File: src/rtl/prt_pkg.sv
// Shared types and constants for the packet reference table (PRT) drain-side blocks.
package prt_pkg;

    typedef enum logic [2:0] {
        ST_IDLE,
        ST_START_RD,
        ST_WAIT_RD,
        ST_SKIP,
        ST_STREAM,
        ST_PAUSE,
        ST_INVAL
    } prt_tx_state_t;

    localparam int unsigned PRT_FLAG_BIT  = 0;
    localparam int unsigned PRT_NUM_SLOTS = 2;
    localparam int unsigned PRT_SLOT_W    = $clog2(PRT_NUM_SLOTS);

endpackage

File: src/rtl/prt_tx_fifo.sv
// Synchronous FIFO with occupancy count; a push while full is accepted only with a same-cycle pop.
module prt_tx_fifo #(
    parameter int unsigned WIDTH = 9,
    parameter int unsigned DEPTH = 8
) (
    input  logic                     clk,
    input  logic                     rst,
    input  logic                     push,
    input  logic [WIDTH-1:0]         wdata,
    input  logic                     pop,
    output logic [WIDTH-1:0]         rdata,
    output logic                     empty,
    output logic [$clog2(DEPTH):0]   count
);

    localparam int unsigned AW = $clog2(DEPTH);
    localparam logic [AW:0] FULL_LVL = (AW+1)'(DEPTH);

    logic [WIDTH-1:0] mem [DEPTH];
    logic [AW-1:0]    wptr;
    logic [AW-1:0]    rptr;
    logic             do_push;
    logic             do_pop;

    assign empty   = (count == '0);
    assign do_pop  = pop && !empty;
    assign do_push = push && ((count != FULL_LVL) || do_pop);
    assign rdata   = empty ? '0 : mem[rptr];

    always_ff @(posedge clk) begin
        if (do_push) begin
            mem[wptr] <= wdata;
        end
    end

    always_ff @(posedge clk) begin
        if (rst) begin
            wptr  <= '0;
            rptr  <= '0;
            count <= '0;
        end else begin
            if (do_push) begin
                wptr <= wptr + 1'b1;
            end
            if (do_pop) begin
                rptr <= rptr + 1'b1;
            end
            count <= count + (AW+1)'(do_push) - (AW+1)'(do_pop);
        end
    end

endmodule

File: src/rtl/prt_frame_tx.sv
// Drains PRT slots to the MAC TX byte stream; backpressure beyond the FIFO is handled by
// restarting the slot read and skipping bytes already captured.
module prt_frame_tx
    import prt_pkg::*;
#(
    parameter int unsigned DATA_WIDTH = 8,
    parameter int unsigned FIFO_DEPTH = 8,
    parameter int unsigned CNT_WIDTH  = 16
) (
    input  logic                  CLK,
    input  logic                  RST,
    input  logic                  tx_req_valid,
    input  logic                  tx_req_slot,
    input  logic                  tx_req_drop,
    output logic                  tx_req_ready,
    output logic                  prt_start_rd_en,
    output logic                  prt_start_rd_slot,
    input  logic                  prt_start_rd_rdy,
    output logic                  prt_rd_en,
    input  logic [DATA_WIDTH:0]   prt_rd_data,
    input  logic                  prt_rd_rdy,
    output logic                  prt_inval_en,
    output logic                  prt_inval_slot,
    input  logic                  prt_inval_rdy,
    output logic [DATA_WIDTH-1:0] tx_data,
    output logic                  tx_last,
    output logic                  tx_valid,
    input  logic                  tx_ready,
    output logic                  busy,
    output logic [CNT_WIDTH-1:0]  stat_frames_tx,
    output logic [CNT_WIDTH-1:0]  stat_frames_drop,
    output logic [CNT_WIDTH-1:0]  stat_replays
);

    localparam int unsigned        FCW       = $clog2(FIFO_DEPTH) + 1;
    localparam logic [FCW-1:0]     FIFO_FULL = FCW'(FIFO_DEPTH);
    localparam logic [FCW-1:0]     FIFO_HALF = FCW'(FIFO_DEPTH / 2);

    prt_tx_state_t             state_q, state_d;
    logic [PRT_SLOT_W-1:0]     slot_q, slot_d;
    logic                      tx_path_q, tx_path_d;
    logic [CNT_WIDTH-1:0]      idx_q, idx_d;
    logic [CNT_WIDTH-1:0]      skip_q, skip_d;
    logic                      stg_valid_q, stg_valid_d;
    logic [DATA_WIDTH-1:0]     stg_data_q, stg_data_d;
    logic [CNT_WIDTH-1:0]      st_tx_q, st_tx_d;
    logic [CNT_WIDTH-1:0]      st_drop_q, st_drop_d;
    logic [CNT_WIDTH-1:0]      st_rep_q, st_rep_d;

    logic                      fifo_push;
    logic [DATA_WIDTH:0]       fifo_wdata;
    logic [DATA_WIDTH:0]       fifo_rdata;
    logic                      fifo_empty;
    logic [FCW-1:0]            fifo_count;
    logic                      pop;
    logic                      room;
    logic                      entry_end;
    logic [DATA_WIDTH-1:0]     entry_data;

    prt_tx_fifo #(
        .WIDTH (DATA_WIDTH + 1),
        .DEPTH (FIFO_DEPTH)
    ) u_fifo (
        .clk   (CLK),
        .rst   (RST),
        .push  (fifo_push),
        .wdata (fifo_wdata),
        .pop   (pop),
        .rdata (fifo_rdata),
        .empty (fifo_empty),
        .count (fifo_count)
    );

    assign tx_valid          = !fifo_empty;
    assign tx_last           = fifo_rdata[DATA_WIDTH];
    assign tx_data           = fifo_rdata[DATA_WIDTH-1:0];
    assign pop               = tx_valid && tx_ready;
    assign entry_end         = prt_rd_data[PRT_FLAG_BIT];
    assign entry_data        = prt_rd_data[DATA_WIDTH:1];
    // A new entry only needs FIFO space if a staged byte must be pushed out to make way for it.
    assign room              = !stg_valid_q || (fifo_count < FIFO_FULL) || pop;
    assign tx_req_ready      = (state_q == ST_IDLE);
    assign busy              = (state_q != ST_IDLE);
    assign prt_start_rd_slot = slot_q;
    assign prt_inval_slot    = slot_q;
    assign stat_frames_tx    = st_tx_q;
    assign stat_frames_drop  = st_drop_q;
    assign stat_replays      = st_rep_q;

    always_comb begin
        state_d         = state_q;
        slot_d          = slot_q;
        tx_path_d       = tx_path_q;
        idx_d           = idx_q;
        skip_d          = skip_q;
        stg_valid_d     = stg_valid_q;
        stg_data_d      = stg_data_q;
        st_tx_d         = st_tx_q;
        st_drop_d       = st_drop_q;
        st_rep_d        = st_rep_q;
        prt_start_rd_en = 1'b0;
        prt_rd_en       = 1'b0;
        prt_inval_en    = 1'b0;
        fifo_push       = 1'b0;
        fifo_wdata      = {1'b0, stg_data_q};

        case (state_q)
            ST_IDLE: begin
                if (tx_req_valid) begin
                    slot_d      = tx_req_slot;
                    idx_d       = '0;
                    skip_d      = '0;
                    stg_valid_d = 1'b0;
                    tx_path_d   = 1'b0;
                    state_d     = tx_req_drop ? ST_INVAL : ST_START_RD;
                end
            end
            ST_START_RD: begin
                if (prt_start_rd_rdy) begin
                    prt_start_rd_en = 1'b1;
                    state_d         = ST_WAIT_RD;
                end
            end
            ST_WAIT_RD: begin
                if (prt_rd_rdy) begin
                    state_d = (skip_q != '0) ? ST_SKIP : ST_STREAM;
                end
            end
            ST_SKIP: begin
                if (prt_rd_rdy) begin
                    prt_rd_en = 1'b1;
                    skip_d    = skip_q - 1'b1;
                    if (skip_q == CNT_WIDTH'(1)) begin
                        state_d = ST_STREAM;
                    end
                end
            end
            ST_STREAM: begin
                if (!room) begin
                    state_d = ST_PAUSE;
                end else if (prt_rd_rdy) begin
                    prt_rd_en = 1'b1;
                    if (!entry_end) begin
                        fifo_push   = stg_valid_q;
                        stg_data_d  = entry_data;
                        stg_valid_d = 1'b1;
                        idx_d       = idx_q + 1'b1;
                    end else begin
                        // The byte is held back one entry so the end flag can mark it last.
                        fifo_push   = stg_valid_q;
                        fifo_wdata  = {1'b1, stg_data_q};
                        tx_path_d   = stg_valid_q;
                        stg_valid_d = 1'b0;
                        state_d     = ST_INVAL;
                    end
                end
            end
            ST_PAUSE: begin
                if (fifo_count <= FIFO_HALF) begin
                    skip_d   = idx_q;
                    st_rep_d = st_rep_q + 1'b1;
                    state_d  = ST_START_RD;
                end
            end
            ST_INVAL: begin
                if (prt_inval_rdy) begin
                    prt_inval_en = 1'b1;
                    if (tx_path_q) begin
                        st_tx_d = st_tx_q + 1'b1;
                    end else begin
                        st_drop_d = st_drop_q + 1'b1;
                    end
                    state_d = ST_IDLE;
                end
            end
            default: state_d = ST_IDLE;
        endcase
    end

    always_ff @(posedge CLK) begin
        if (RST) begin
            state_q     <= ST_IDLE;
            slot_q      <= '0;
            tx_path_q   <= 1'b0;
            idx_q       <= '0;
            skip_q      <= '0;
            stg_valid_q <= 1'b0;
            stg_data_q  <= '0;
            st_tx_q     <= '0;
            st_drop_q   <= '0;
            st_rep_q    <= '0;
        end else begin
            state_q     <= state_d;
            slot_q      <= slot_d;
            tx_path_q   <= tx_path_d;
            idx_q       <= idx_d;
            skip_q      <= skip_d;
            stg_valid_q <= stg_valid_d;
            stg_data_q  <= stg_data_d;
            st_tx_q     <= st_tx_d;
            st_drop_q   <= st_drop_d;
            st_rep_q    <= st_rep_d;
        end
    end

endmodule
File: config.mk
export PLATFORM = sky130hd
export DESIGN_NAME = prt_frame_tx
export DESIGN_NICKNAME = d
export VERILOG_FILES = /design/src/rtl/prt_pkg.sv /design/src/rtl/prt_tx_fifo.sv /design/src/rtl/prt_frame_tx.sv
export SDC_FILE = /design/constraint.sdc
export NUM_CORES = 1
export LEC_CHECK = 0
export ABC_CLOCK_PERIOD_IN_PS = 3510
export BUFFER_PORTS_ARGS = -buffer_cell sky130_fd_sc_hd__buf_4
export CAP_MARGIN = 20
export CORE_MARGIN = 8
export CORE_UTILIZATION = 55
export DETAILED_ROUTE_END_ITERATION = 8
export GPL_TIMING_DRIVEN = 0
export PLACE_DENSITY = 0.78
export SLEW_MARGIN = 20
export SYNTH_ARGS = -nofsm -noshare
export SYNTH_HDL_FRONTEND = slang
export SYNTH_SLANG_ARGS = --single-unit
export TNS_END_PERCENT = 1
File: constraint.sdc
create_clock -name CLK -period 3.51 [get_ports CLK]
set_input_delay 0.1755 -clock CLK [delete_from_list [all_inputs] [get_ports CLK]]
set_output_delay 0.1755 -clock CLK [all_outputs]
set_load 0.01 [all_outputs]
After elaboration in Yosys (flattened, before gate mapping)

Memory sizes are Yosys's and may differ from the RTL's. A register that Yosys moved wholly into a read port is not among the register bits.
Cells that the tools add are included.

Bits in registers: 104
RAM bits: 72
Bits of input ports: 18
Output and inout port bits: 65
Word-level logic and storage cells: 121
Memories kept: 1

Add/subtract/negate cells: 9
$lt $le $gt $ge: 2
Eq/ne operators: 21
Muxes and demuxes: 49
Bitwise gates (word level): 2
Reductions and logical operators: 24

Memory list:

| name       | depth | bits a word | rd ports | clocked after Yosys merged registers in | write ports | line              | text |
|---|---|---|---|---|---|---|---|
| u_fifo.mem | 8     | 9           | 1        | 1                                       | 1           | prt_tx_fifo.sv:19 | `logic [WIDTH-1:0] mem [DEPTH];` |

Operators by type and width:

| operator                                                       | count |
|---|---|
| two-way mux 16 bit                                             | 6 |
| adder 16 x 1 -> 16 bit, second input constant                  | 4 |
| case mux 16 bit (3 select lines)                               | 1 |
| two-way mux 9 bit                                              | 5 |
| two-way mux 3 bit                                              | 14 |
| case mux 16 bit (2 select lines)                               | 1 |
| inequality test 2 bit, second input constant                   | 11 |
| case mux 3 bit (7 select lines)                                | 1 |
| two-way mux 1 bit                                              | 18 |
| equality test 16 x 1 -> 1 bit, second input constant           | 1 |
| nonzero test 16 bit                                            | 1 |
| subtractor 16 x 1 -> 16 bit, second input constant             | 1 |
| AND reduction 4 bit                                            | 3 |
| AND reduction 5 bit                                            | 2 |
| equality test 3 bit, second input constant                     | 3 |
| AND reduction 9 bit                                            | 1 |
| adder 3 x 1 -> 3 bit, second input constant                    | 2 |
| equality test 3 x 2 -> 1 bit, second input constant            | 2 |
| inequality test 3 bit, second input constant                   | 2 |
| case mux 1 bit (2 select lines)                                | 3 |
| AND reduction 3 bit                                            | 2 |
| nonzero test 3 bit                                             | 2 |
| adder 4 x 1 -> 4 bit                                           | 1 |
| less-or-equal comparator 4 x 3 -> 1 bit, second input constant | 1 |
| other kinds (12)                                               | 19 |

Longest topological paths before layout

Gate-level depths: netlist of the first run.

Word-level depth: 9
Gate-level depth with buffers: 11
Gate-level depth less buffers: 11

Hierarchy

From an unflattened synthesis of the first run, not the netlist that was laid out.

Cell total of the unflattened synthesis: 766
Area, all modules: 8300.5 µm²

Modules (own cells, without submodules):

| module       | times used | cells each | area each (µm²) | seq. area each (µm²) |
|---|---|---|---|---|
| prt_frame_tx | 1          | 579        | 4828.4          | 1881.8 |
| prt_tx_fifo  | 1          | 187        | 3472.1          | 2422.3 |

Worst setup path before layout of the first run

No wires, ideal clock.

Path type: register to register
From: register u_fifo.count[3]
To: memory u_fifo.mem[2][0], enable pin
Library setup time: 0.389 ns
Arrival: 2.439 ns
Path slack: 0.682 ns
Cell stages (with the launch flop): 9
Cells stage by stage: dfxtp_1 inv_1 ha_1 nor3b_2 a2111oi_4 and4_1 buf_4 nand2b_1 nor3b_1

Cells in the longest elaborated chain, start to end: 9
Elaborated cells on any way between the ends: 14
Those cells by class: order compare: 1; eq/ne: 1; mux: 4; reduce/logical: 8

Ends and longest elaborated chain:

| element                                                            | line              | text |
|---|---|---|
| from (decl)                                                        | prt_tx_fifo.sv:13 | `output logic [$clog2(DEPTH):0] count` |
| from (signal assigned)                                             | prt_tx_fifo.sv:48 | `count <= count + (AW+1)'(do_push) - (AW+1)'(do_pop);` |
| branches (longest 6 deep; another with less-than comparator 4 bit) | --                |  |
| logical AND 1 bit (*)                                              | prt_tx_fifo.sv:27 | `assign do_push = push && ((count != FULL_LVL) \|\| do_pop);` |
| via u_fifo.do_push                                                 | prt_tx_fifo.sv:22 | `logic do_push;` |
| two-way mux 1 bit (*)                                              | prt_tx_fifo.sv:31 | `if (do_push) begin` |
| two-way mux 1 bit (implied by the code) (*)                        | prt_tx_fifo.sv:32 | `mem[wptr] <= wdata;` |
| to (decl)                                                          | prt_tx_fifo.sv:19 |  |

Mark *: on every way through the listed nets, which the timed path passes.

Final worst setup path of the first run

From: register u_fifo.count[3]
To: memory u_fifo.mem[7][7], enable pin

Same word-level chain as after synthesis.

==> run metrics, run 1 <==
I/O Buffers 81; Layout area overhead 18.9%; Worst Path Arrival 3.29 ns; Final GP Congestion 0.882; clock latency on the worst-skew pair 0.44 ns; commonest cells after routing, fill and taps aside nor2_1, dfxtp_1, buf_4, edfxtp_1, nand2_1; setup ws final 0.267 ns; setup bufs post-CTS 0; number of global-route vias before repair 5930; Setup TNS 0 ns; min cycle time layout 3.24 ns; CTS tree yes; EDFF count, synth 72; H-tree Lvls 4; commonest non-fill, non-tap cell in the layout nor2_1; unrepaired setup endpoints after global routing false; fin. max-slew vios 0; Non-Filler Instances 1071; Primary FF master, synth dfxtp_1; Sink Count 179; Die ar. 0.0190 sq mm; Post-CTS Hold Buffers 6; DR vias/cell 5.72; async set-reset flop share out of synthesis 0; Die Y 138 microns; design area 0.00973 sq mm; Netlist cell types 70; DRC 0; TritonRoute pass-1 iters 7; Clock Tree Buf Depth 2; kind of critical path reg2reg; die width 138 microns; clk root buf clkbuf_16; Req. time, crit path 3.56 ns; Hold Vio Cnt, Final 0; num ports 83; Post-DP Area 0.00910 sq mm; Final nets 908; clk_skew 0.0188 ns; CTS clk-pin slew, worst paths 0.07 ns; all-layer global routing usage 0.205; Inserted Diodes 0; Pwr Density 624 mW/mm^2; first-pass GRT wire length 30.4 mm; layout cells sized above 1 0.200; worst slew pin tran 1.02 ns; largest net degree at the start of global routing 19; Routed Antenna Nets 0; Peak VDD IR 393 uV; Ys Warns 0; DP Wirelength 13.4 mm; max-cap violation count 0; DP Worst Slack 0.306 ns; endpoints failing setup 0; Worst setup EP type flip-flop; Post-Place Cells 1033; worst hold path type in2reg; Leakage Power 3.40 nW; Synth Cell Area 0.00818 sq mm; Slew headroom 0.320; Final period util 0.924; mean routed wirelength per cell 17.6 microns; Post-Synthesis Net Count 796; startpoint types flip-flop; initial antenna violation count 0; Starting Density 0.563; # resized after CTS 0; Fillers 1155; Syn Inst Count 762; outcome complete, no violations; CTS Buf Count 17; grt total ovfl 0; First DRT Iteration DRCs 502; final WL 18.9 mm; register area share after synthesis 0.526; f_max 308 MHz; crit-path max FO 9; Core Footprint 0.0145 sq mm; site row count 44; via count 6123; #FFs+latches synth 179; Mapped Avg Cell Area 10.7 sq um
==> cells in the mapped netlist (all sizes together) (12+ instances only) <==
cell type / number / share of area
nand3: 17 / 0.010
nand2: 41 / 0.019
a21oi: 38 / 0.025
inv: 29 / 0.013
dfxtp: 107 / 0.26
mux2i: 24 / 0.029
nor2: 111 / 0.053
mux4: 18 / 0.050
nor3: 22 / 0.014
clkbuf: 19 / 0.0087
buf: 20 / 0.014
o21ai: 30 / 0.018
xnor2: 34 / 0.036
xor2: 19 / 0.020
edfxtp: 72 / 0.26
nand4: 17 / 0.015
nor4: 12 / 0.011
ha: 15 / 0.023
==> report_power, final <==
group	switching [mW]	leakage (nW)	total [mW]	internal [mW]
combinational	1.10	1.66	1.90	0.800
clock	0.871	0.283	1.83	0.963
sequential	0.0925	1.45	2.34	2.25
==> registers in the layout, summed over array words and instances, names as in the netlist, named ones only <==
name,cells
u_fifo.mem,72
tx_path_q,1
prt_inval_slot,1
u_fifo.count,4
stat_replays,16
u_fifo.wptr,3
stat_frames_drop,16
idx_q,16
u_fifo.rptr,3
skip_q,16
stg_data_q,8
state_q,3
stat_frames_tx,16
stg_valid_q,1
==> worst paths after layout <==
check             startpoint                to  slack (ns)  cells past startpoint
min           prt_rd_data[3]     stg_data_q[2]        0.02                      3
min reg2reg       skip_q[11]        skip_q[11]        0.48                      2
max          u_fifo.count[3]  u_fifo.mem[7][7]        0.27                      8
max reg2reg  u_fifo.count[3]  u_fifo.mem[7][7]        0.27                      8
==> final cells by class <==
type                            instances  area (sq um)  area share
Sequential cell                       179          4300       0.442
Multi-Input combinational cell        515          3610       0.371
Timing Repair Buffer                   93           713      0.0733
Clock buffer                           18           439      0.0451
Tap cell                              184           230      0.0237
Buffer                                 39           189      0.0194
Clock inverter                         14           136      0.0140
Inverter                               29           109      0.0112
==> through the flow <==
step,util,hold slack [ns],total power [mW]
6_report,0.670,0.0241,6.07
5_1_grt,0.670,0.0114,6.40
2_1_floorplan,-,0.312,3.69
3_5_place_dp,0.626,0.423,4.27
3_3_place_gp,0.621,0.408,4.22
4_1_cts,0.670,0.00637,6.11
==> worst max-delay path, cell delays in order, from the launching register on <==
cell	delay, ns
dfxtp_1	0.41
inv_1	0.09
ha_1	0.20
nor3b_2	0.22
a2111oi_4	0.53
and4_1	0.26
buf_4	0.16
nand2_1	0.16
nor2_1	0.82
==> routing by layer <==
layer	up-vias	global-route usage	part of all wire	wire length, microns
li1	2994	-	-	-
met1	2928	0.264	0.44	8380
met2	175	0.329	0.48	9100
met3	26	0.0518	0.059	1110
met4	0	0.0746	0.015	286
met5	-	0	0	0
==> logic make-up (layout without fill, tap and decap cells) <==
logic type	after synthesis	after routing	share of synthesized area
AO/OA/AOI/OAI	112	112	0.0896
XOR/XNOR	53	53	0.0567
adder cells (fa/ha/maj)	16	16	0.0254
buffers and inverters	68	193	0.0364
flip-flops	179	179	0.526
multiplexers	43	43	0.0803
AND/OR/NAND/NOR	291	291	0.186
Note: power is estimated with default switching activity, not from simulation.
==> inputs of run 2 (changes only) <==
--- a/config.mk
+++ b/config.mk
@@ -12,7 +12,7 @@
 export CORE_UTILIZATION = 55
 export DETAILED_ROUTE_END_ITERATION = 8
 export GPL_TIMING_DRIVEN = 0
-export PLACE_DENSITY = 0.78
+export PLACE_DENSITY_LB_ADDON = 0.2
 export SLEW_MARGIN = 20
 export SYNTH_ARGS = -nofsm -noshare
 export SYNTH_HDL_FRONTEND = slang
==> run metrics, run 2 (synthesis results as in run 1) <==
outcome complete, no violations; Routed Antenna Nets 0 (unchanged); Worst Path Buf+Inv 2 (unchanged); fin. max-slew vios 0 (unchanged); Core Footprint 0.0145 sq mm (unchanged); clock latency on the worst-skew pair 0.44 ns (about the same); Req. time, crit path 3.56 ns (about the same); Hold Vio Cnt, Final 0 (unchanged); min cycle time layout 3.17 ns (-0.0716 ns); CTS Buf Count 17 (unchanged); Leakage Power 3.43 nW (+0.87%); CP Cell Sequence inv_1 -> ha_1 -> nor3b_2 -> a2111oi_4 -> and4_1 -> buf_4 -> nand2b_1 -> nor2_1; Final period util 0.903 (-0.0204); Inserted Diodes 0 (unchanged); Crit. Startpoint u_fifo.count[3]; Hold Startpoint prt_rd_data[3]; DP Wirelength 13.6 mm (+1.5%); First DRT Iteration DRCs 402 (-20%); CTS tree yes; Fillers 1086 (-6.0%); Reg with most FFs u_fifo.mem; clk root buf clkbuf_16; total power 6.17 mW (+1.6%); Post-Place Cells 1033 (unchanged); Non-Filler Instances 1073 (+0.19%); TritonRoute pass-1 iters 5 (-2); Slew headroom 0.334 (+0.0137); grt total ovfl 0 (unchanged); final WL 19.4 mm (+2.9%); all-layer global routing usage 0.212 (+0.00734); Layout area overhead 19.6%; Die ar. 0.0190 sq mm (unchanged); initial antenna violation count 0 (unchanged); Worst setup EP type flip-flop; mean routed wirelength per cell 18.1 microns (+2.7%); max reg flops 72 (unchanged); share of power burned in registers 0.380 (-0.005); design area 0.00979 sq mm (+0.54%); Peak VDD IR 404 uV (+2.8%); Slowest cell on crit path nor2_1; via count 6262 (+2.3%); cell family with the largest share of critical-path delay simple AND/OR/NAND/NOR gates; Worst Path Arrival 3.22 ns (-0.07 ns); Worst path max stage delay 0.79 ns (-0.03 ns); switching power 2.04 mW (-1.3%); commonest non-fill, non-tap cell in the layout nor2_1; Clock Tree Buf Depth 2 (unchanged); CTS clk-pin slew, worst paths 0.07 ns (about the same); Clock power frac 0.310 (+0.008); fin util 0.673 (+0.00361); Die Y 138 microns (unchanged); DRC 0 (unchanged); number of global-route vias before repair 6271 (+5.8%); DP Worst Slack 0.358 ns (+0.0524 ns); Sw Share 0.330 (-0.00970); kind of critical path reg2reg; clk_skew 0.00763 ns (-0.0112 ns); first-pass GRT wire length 31.5 mm (+3.7%); Sequential Area 0.00430 sq mm (unchanged); Pwr Density 631 mW/mm^2 (+1.1%); max-cap violation count 0 (unchanged); site row count 44 (unchanged); worst slew pin tran 0.995 ns (-0.0205 ns); num ports 83 (unchanged); commonest cells after routing, fill and taps aside nor2_1, dfxtp_1, buf_4, edfxtp_1, nand2_1; Post-DP Area 0.00910 sq mm (unchanged); Final GP Congestion 0.927 (+5.1%); Setup TNS 0 ns (unchanged); f_max 315 MHz (+2.3%); startpoint types flip-flop; worst hold path type in2reg; area of the multi-input gates 0.00361 sq mm (unchanged); DR vias/cell 5.84 (+2.1%); Final nets 910 (+0.22%); combinational share of power 0.311 (-0.002); endpoints failing setup 0 (unchanged); largest net degree at the start of global routing 17 (-2); unrepaired setup endpoints after global routing false; I/O Buffers 81 (unchanged); worst hold margin 0.0187 ns (-0.00544 ns); layout cells sized above 1 0.200 (+0.000676); crit-path max FO 9 (unchanged); setup ws final 0.339 ns (+0.0716 ns); Starting Density 0.563 (unchanged); Sink Count 179 (unchanged); Int Pwr 4.14 mW (+3.1%); die width 138 microns (unchanged); reg2reg start u_fifo.count[3]; H-tree Lvls 4 (unchanged)
==> run 2: cell types whose count changed in the layout (fill, tap and decap cells not counted) <==
cell	before	now
clkbuf_16	17	20
clkbuf_8	1	2
clkinv_1	1	0
clkinv_2	0	2
clkinv_4	2	1
clkinv_8	1	0
clkinvlp_4	1	0
dlygate4sd3_1	6	8
inv_4	1	0
inv_6	2	7
inv_8	6	0
==> run 2: power groups by stage <==
stage | Combinational (mW) | Clock (mW) | Sequential (mW)
after floorplan | 1.33 | 0 | 2.36
after global placement | 1.85 | 0 | 2.38
after detailed placement | 1.89 | 0 | 2.39
after CTS | 1.92 | 1.94 | 2.34
after global routing | 2.11 | 2.03 | 2.36
final | 1.92 | 1.91 | 2.34
==> run 2: final cells by class <==
class,instances,share of cell area
buffer,39,0.0193
clock buffer,22,0.0540
multi-input combinational,515,0.369
clock inverter,10,0.00818
inverter,29,0.0111
sequential,179,0.440
timing repair buffer,95,0.0749
tap,184,0.0235
==> run 2: timing repair <==
item,4_1_cts,5_1_grt
endpoints found under the hold margin,8,0
setup buffers,0,0
gates resized for setup,0,0
hold buffers,8,0
==> run 2: routing by layer <==
layer  vias to the layer above  wire [microns]  GRT usage
li1                       2991               -          -
met1                      3070            8450      0.265
met2                       178            9610      0.354
met3                        23            1090     0.0500
met4                         0             270     0.0734
met5                         -               0          0
==> run 2: tightest hold or removal path, cell delays in order <==
cell and delay, ns:
buf_4 0.08, mux2i_1 0.07, nor2_1 0.09
==> run 2: worst paths after layout <==
| check | slack [ns] | cells after the start | end |
|---|---|---|---|
| setup / recovery | 0.34 | 8 | u_fifo.mem[3][3] |
| hold / removal | 0.02 | 3 | stg_data_q[2] |
| setup reg to reg | 0.34 | 8 | u_fifo.mem[3][3] |
| hold reg to reg | 0.48 | 2 | skip_q[11] |
